<file path="config.mk">
export PLATFORM = sky130hd
export DESIGN_NAME = gps_spi_bridge_fifo
export DESIGN_NICKNAME = d
export VERILOG_FILES = /design/src/rtl/gps_bridge_pkg.sv /design/src/rtl/gps_sample_fifo.sv /design/src/rtl/gps_spi_bridge_fifo.sv
export SDC_FILE = /design/constraint.sdc
export NUM_CORES = 1
export LEC_CHECK = 0
export BUFFER_PORTS_ARGS = -buffer_cell sky130_fd_sc_hd__buf_2
export CAP_MARGIN = 0
export CORE_MARGIN = 1
export CORE_UTILIZATION = 55
export DETAILED_ROUTE_END_ITERATION = 7
export GPL_ROUTABILITY_DRIVEN = 0
export MAX_ROUTING_LAYER = met4
export PLACE_DENSITY = 0.83
export SLEW_MARGIN = 20
export SYNTH_ARGS = -nofsm -noshare
export SYNTH_HDL_FRONTEND = slang
export SYNTH_SLANG_ARGS = --single-unit
</file>
<file path="constraint.sdc">
create_clock -name MCU_CLK_25_000 -period 2.6 [get_ports MCU_CLK_25_000]
set_input_delay 0.26 -clock MCU_CLK_25_000 [delete_from_list [all_inputs] [get_ports MCU_CLK_25_000]]
set_output_delay 0.26 -clock MCU_CLK_25_000 [all_outputs]
set_load 0.1 [all_outputs]
</file>
<file path="src/rtl/gps_bridge_pkg.sv">
// Shared types and constants for the GPS-to-MCU SPI bridge.
// Holds the serializer state encoding and the frame header sync byte.
package gps_bridge_pkg;

  typedef enum logic [1:0] {
    IDLE,
    SHIFT,
    GAP
  } ser_state_t;

  localparam logic [7:0] HDR_SYNC = 8'hA5;

endpackage

</file>
<file path="src/rtl/gps_sample_fifo.sv">
// Synchronous word FIFO. The head word is readable while not empty and is taken on the pop edge.
// Latency: a pushed word is visible one cycle later. A push while full is accepted only together with a pop.
module gps_sample_fifo #(
  parameter int W     = 16,
  parameter int DEPTH = 8,
  localparam int AW   = $clog2(DEPTH)
) (
  input  logic          clk,
  input  logic          rst_n,
  input  logic          push,
  input  logic [W-1:0]  push_dat,
  input  logic          pop,
  output logic [W-1:0]  head_dat,
  output logic          full,
  output logic          empty,
  output logic [AW:0]   level
);

  localparam logic [AW:0] FULL_LVL = (AW+1)'(DEPTH);

  logic [W-1:0]  mem [DEPTH];
  logic [AW-1:0] wr_ptr;
  logic [AW-1:0] rd_ptr;
  logic          wr_en;
  logic          rd_en;

  assign rd_en = pop && !empty;
  // Popping in the same cycle frees the slot, so a full FIFO still accepts the push.
  assign wr_en = push && (!full || rd_en);

  always_ff @(posedge clk) begin
    if (!rst_n) begin
      wr_ptr <= '0;
      rd_ptr <= '0;
      level  <= '0;
      mem    <= '{default: '0};
    end else begin
      if (wr_en) begin
        mem[wr_ptr] <= push_dat;
        wr_ptr      <= wr_ptr + 1'b1;
      end
      if (rd_en) begin
        rd_ptr <= rd_ptr + 1'b1;
      end
      if (wr_en && !rd_en) begin
        level <= level + 1'b1;
      end else if (!wr_en && rd_en) begin
        level <= level - 1'b1;
      end
    end
  end

  assign head_dat = mem[rd_ptr];
  assign full     = (level == FULL_LVL);
  assign empty    = (level == '0);

endmodule

</file>
<file path="src/rtl/gps_spi_bridge_fifo.sv">
// Packs GPS sample groups into words, buffers them and streams them MSB-first over gated-clock SPI while DATAREADY is high.
// Strobe to FIFO entry 1 cycle, pop to first SCK 1 cycle; a full FIFO drops words (sticky OVERFLOW). GPS_BRIDGE_FRAME_HEADER_EN adds a per-burst header word.
module gps_spi_bridge_fifo
  import gps_bridge_pkg::*;
#(
  parameter int SAMPLE_W   = 4,
  parameter int WORD_W     = 16,
  parameter int FIFO_DEPTH = 8,
  parameter int SS_DELAY   = 2,
  localparam int LVL_W     = $clog2(FIFO_DEPTH) + 1
) (
  input  logic                MCU_CLK_25_000,
  input  logic                RESET_N,
  input  logic [SAMPLE_W-1:0] GPS_DATA,
  input  logic                SAMPLE_STB,
  input  logic                SELF_TEST,
  input  logic                DATAREADY,
  output logic                MCU_SCK,
  output logic                MCU_SS,
  output logic                MCU_MOSI,
  output logic                OVERFLOW,
  output logic [LVL_W-1:0]    FIFO_LEVEL
);

  localparam int N_SMP = WORD_W / SAMPLE_W;
  localparam int CNT_W = (N_SMP > 1) ? $clog2(N_SMP) : 1;
  localparam int BIT_W = $clog2(WORD_W);
  localparam int GAP_W = $clog2(SS_DELAY + 1);

  logic [SAMPLE_W-1:0] st_cnt;
  logic [SAMPLE_W-1:0] sample;
  logic [WORD_W-1:0]   pack_reg;
  logic [WORD_W-1:0]   pack_nxt;
  logic [CNT_W-1:0]    pack_cnt;
  logic                push;
  logic                pop;
  logic                fifo_full;
  logic                fifo_empty;
  logic [WORD_W-1:0]   fifo_head;

  assign sample   = SELF_TEST ? st_cnt : GPS_DATA;
  assign pack_nxt = (pack_reg << SAMPLE_W) | WORD_W'(sample);
  assign push     = SAMPLE_STB && (pack_cnt == CNT_W'(N_SMP - 1));

  always_ff @(posedge MCU_CLK_25_000) begin
    if (!RESET_N) begin
      st_cnt   <= '0;
      pack_reg <= '0;
      pack_cnt <= '0;
      OVERFLOW <= 1'b0;
    end else begin
      if (SAMPLE_STB) begin
        st_cnt   <= st_cnt + 1'b1;
        pack_reg <= pack_nxt;
        pack_cnt <= push ? '0 : pack_cnt + 1'b1;
      end
      if (push && fifo_full && !pop) begin
        OVERFLOW <= 1'b1;
      end
    end
  end

  gps_sample_fifo #(
    .W     (WORD_W),
    .DEPTH (FIFO_DEPTH)
  ) u_fifo (
    .clk      (MCU_CLK_25_000),
    .rst_n    (RESET_N),
    .push     (push),
    .push_dat (pack_nxt),
    .pop      (pop),
    .head_dat (fifo_head),
    .full     (fifo_full),
    .empty    (fifo_empty),
    .level    (FIFO_LEVEL)
  );

  ser_state_t        state, state_nxt;
  logic [WORD_W-1:0] shreg, shreg_nxt;
  logic [BIT_W-1:0]  bit_cnt, bit_cnt_nxt;
  logic [GAP_W-1:0]  gap_cnt, gap_cnt_nxt;
  logic              sck_en, sck_en_nxt;
  logic              ss_nxt;
  logic              start;

  assign start = DATAREADY && !fifo_empty;

`ifdef GPS_BRIDGE_FRAME_HEADER_EN
  logic [7:0]        seq, seq_nxt;
  logic [WORD_W-1:0] hdr_word;

  assign hdr_word = WORD_W'({HDR_SYNC, seq}) << (WORD_W - 16);
`endif

  always_comb begin
    state_nxt   = state;
    shreg_nxt   = shreg;
    bit_cnt_nxt = bit_cnt;
    gap_cnt_nxt = gap_cnt;
    sck_en_nxt  = sck_en;
    ss_nxt      = 1'b0;
    pop         = 1'b0;
`ifdef GPS_BRIDGE_FRAME_HEADER_EN
    seq_nxt     = seq;
`endif
    case (state)
      IDLE: begin
        if (start) begin
          state_nxt   = SHIFT;
          sck_en_nxt  = 1'b1;
          bit_cnt_nxt = '0;
`ifdef GPS_BRIDGE_FRAME_HEADER_EN
          shreg_nxt   = hdr_word;
          seq_nxt     = seq + 1'b1;
`else
          shreg_nxt   = fifo_head;
          pop         = 1'b1;
`endif
        end
      end
      SHIFT: begin
        if (bit_cnt == BIT_W'(WORD_W - 1)) begin
          bit_cnt_nxt = '0;
          if (start) begin
            shreg_nxt = fifo_head;
            pop       = 1'b1;
          end else begin
            state_nxt   = GAP;
            sck_en_nxt  = 1'b0;
            shreg_nxt   = '0;
            gap_cnt_nxt = '0;
          end
        end else begin
          bit_cnt_nxt = bit_cnt + 1'b1;
          shreg_nxt   = shreg << 1;
        end
      end
      GAP: begin
        if (gap_cnt == GAP_W'(SS_DELAY - 1)) begin
          ss_nxt    = 1'b1;
          state_nxt = IDLE;
        end else begin
          gap_cnt_nxt = gap_cnt + 1'b1;
        end
      end
      default: state_nxt = IDLE;
    endcase
  end

  always_ff @(posedge MCU_CLK_25_000) begin
    if (!RESET_N) begin
      state   <= IDLE;
      shreg   <= '0;
      bit_cnt <= '0;
      gap_cnt <= '0;
      sck_en  <= 1'b0;
      MCU_SS  <= 1'b0;
`ifdef GPS_BRIDGE_FRAME_HEADER_EN
      seq     <= '0;
`endif
    end else begin
      state   <= state_nxt;
      shreg   <= shreg_nxt;
      bit_cnt <= bit_cnt_nxt;
      gap_cnt <= gap_cnt_nxt;
      sck_en  <= sck_en_nxt;
      MCU_SS  <= ss_nxt;
`ifdef GPS_BRIDGE_FRAME_HEADER_EN
      seq     <= seq_nxt;
`endif
    end
  end

  // SCK is high in the second half of each bit cycle, so the MCU samples mid-bit.
  assign MCU_SCK  = ~MCU_CLK_25_000 & sck_en;
  assign MCU_MOSI = shreg[WORD_W-1];

endmodule

</file>
==> run summary <==
Status - completed
# DRC - 0
CP Capture Type - flip-flop
Post-Syn Instances - 769
Post-synth EDFFs - 0
Power Density - 854.2 nW/um2
Global-route wire length before repair - 29500 um
Cell family with most CP delay - adder cells
Post-DR wirelength/cell - 18.28 um
Skew-Pair Late Insertion Delay - 0.55 ns
Via total after detailed routing - 5916
Total GRT Usage - 0.2691
Post-Syn Area - 8089 um2
Fmax - 0.4142 GHz
Critical Path RT - 3.08 ns
Area of the core - 14100 um2
Antenna violations before repair - 0
Slew Limit Fails - 0
Worst path bufs/invs - 2
Largest register FFs - 128
Dominant cells by area after synthesis - dfxtp_1, mux2i_1, mux4_2
Inst Count DP - 945
Synth area leader - dfxtp_1
Synth Flop Type - dfxtp_1
Most frequent cell after synthesis - dfxtp_1
Crit-path cells - ha_4 -> nand3_4 -> a211oi_2 -> inv_1 -> ha_1 -> inv_2 -> ha_1 -> a21o_1 -> a21oi_1 -> mux2i_1 -> mux2i_1
Ports - 17
Worst Tran Pin Value - 0.8815 ns
Critical Path Start Type - flip-flop
Max-cap violations - 0
Post-Place Worst Slack - 0.01022 ns
Via density - 6.037
Fin crit share - 0.9285
Avg Inst Size Synth - 10.52 um2
Vias in the first global route - 5952
Skew final - 0.008440 ns
Antenna cells - 0
Slew margin rel. - 0.4095
Seq cells post-synth - 183
First DRT Iteration DRCs - 432
Post-synth top cells - dfxtp_1, nand2_1, mux2i_1, nor2_1, clkbuf_1
Die Ht - 123.3 um
Sequential area share after synthesis - 0.4529
Gr ovfl total - 0
Min-delay worst type - input pin to flip-flop
CP Class - flip-flop to flip-flop
Reg-to-reg slack, setup - 0.19 ns
Die footprint - 15200 um2
WP data arrival - 2.89 ns
Nets - 806
Clk pin slew, worst setup/hold paths - 0.07 ns
Initial core utilization - 0.5739
Synth async-reset ratio - 0
Die span in x - 123.3 um
Antenna Nets Post-Route - 0
Layout cell share with drive strength beyond 1 - 0.1963
Peak VDD IR - 0.5501 mV
RSZ-0062 raised after global routing - no
CP max FO - 4
Unique masters post-synth - 50
Total negative slack - 0 ns
FP Rows - 43
Crit path max-delay cell type - dfxtp_1
Setup violations, final - 0
Yosys warns - 0
Largest net degree at the start of global routing - 91
LEAKAGE - 0.003648 uW
Final WS setup - 0.1859 ns
Final cell count without fillers - 980
Max stage delay on crit path - 0.40 ns
CTS tree - yes
Crit path time final - 2.414 ns
DR pass1 iterations - 5
IO buf count - 16
Area Overhead vs Synth - 12.16%
Final hold viol count - 0
WL final - 17920 um
Syn_nets - 788
Dpl hpwl - 11220 um
Synth top area share - 0.4529
[per-stage QoR]
stage                     total power [uW]  hold slack, ns  utilization  instance area, um2
after floorplan                       4618          0.4315            -                8099
after global placement                5077          0.4385       0.5976                8423
after detailed placement              5140          0.4474       0.5976                8423
after CTS                             7774          0.1288       0.6426                9059
after global routing                  8088          0.1347       0.6436                9072
final                                 7750          0.1413       0.6436                9072
[metal layers]
| metal | GRT usage | part of all wire | up-vias | routed length (um) |
|---|---|---|---|---|
| met5 | - | 0 | - | 0 |
| met4 | 0.1182 | 0.025 | 0 | 444 |
| met3 | 0.07703 | 0.058 | 48 | 1034 |
| met2 | 0.4406 | 0.51 | 187 | 9100 |
| met1 | 0.3063 | 0.41 | 2940 | 7336 |
| li1 | - | - | 2741 | - |
[report_power, final]
| part | switching, uW | internal (uW) |
|---|---|---|
| Sequential | 167 | 3020 |
| Clock | 1160 | 1540 |
| Combinational | 1180 | 690 |
| Total | 2510 | 5240 |
[worst reg2reg max path: stages, from the launching register on]
cell and delay [ns]:
dfxtp_1 0.40, ha_4 0.18, nand3_4 0.08, a211oi_2 0.27, inv_1 0.10, ha_1 0.22
inv_2 0.10, ha_1 0.23, a21o_1 0.18, a21oi_1 0.16, mux2i_1 0.23, mux2i_1 0.19
[logic make-up after synthesis]
group | synth area share
buffers and inverters | 0.03558
AND/OR/NAND/NOR | 0.1210
adder cells (fa/ha/maj) | 0.01640
XOR/XNOR | 0.006498
AO/OA/AOI/OAI | 0.06636
flip-flops | 0.4529
multiplexers | 0.3013
[area by class of cell]
cell class | instances | area, um2
fillers | 1050 | 5024
well taps | 180 | 225.2
clock buffers | 27 | 568.0
multi-input cells | 526 | 4158
inverters | 6 | 22.52
repair buffers | 49 | 357.8
flip-flops and latches | 183 | 3674
clock inverters | 9 | 67.56
[path summary, 6_finish.rpt]
path             startpoint              end  cells past startpoint
max reg2reg      bit_cnt[1]  u_fifo.level[3]                     11
min reg2reg  u_fifo.mem[39]   u_fifo.mem[39]                      2
max              bit_cnt[1]  u_fifo.level[3]                     11
min             GPS_DATA[0]      pack_reg[0]                      4
[layout by cell type, fill, tap and decap left out, types with 3 or more instances in the layout]
master	synthesis	final
mux2_2	20	20
a21oi_1	9	9
nor2_1	53	53
inv_1	5	4
clkbuf_8	0	4
o21ai_2	3	3
o21ai_0	18	18
buf_2	5	15
nand3_1	4	4
mux4_2	32	32
dfxtp_2	0	5
nor3_1	9	9
nand2_1	157	157
buf_4	5	33
clkbuf_16	0	20
ha_1	9	8
a221oi_1	15	15
dfxtp_1	183	177
mux2i_1	149	149
clkinv_4	0	4
a21oi_2	3	3
clkinv_2	0	3
xnor2_1	3	3
nand2b_1	5	5
xor2_1	3	3
[timing repair]
action / 4_1_cts / 5_1_grt
hold buffers: 0 / 0
setup buffers: 0 / 0
resized for setup: 1 / 4
setup endpoints to repair: 1 / 1
No activity file was read; power rests on OpenSTA's default activity.
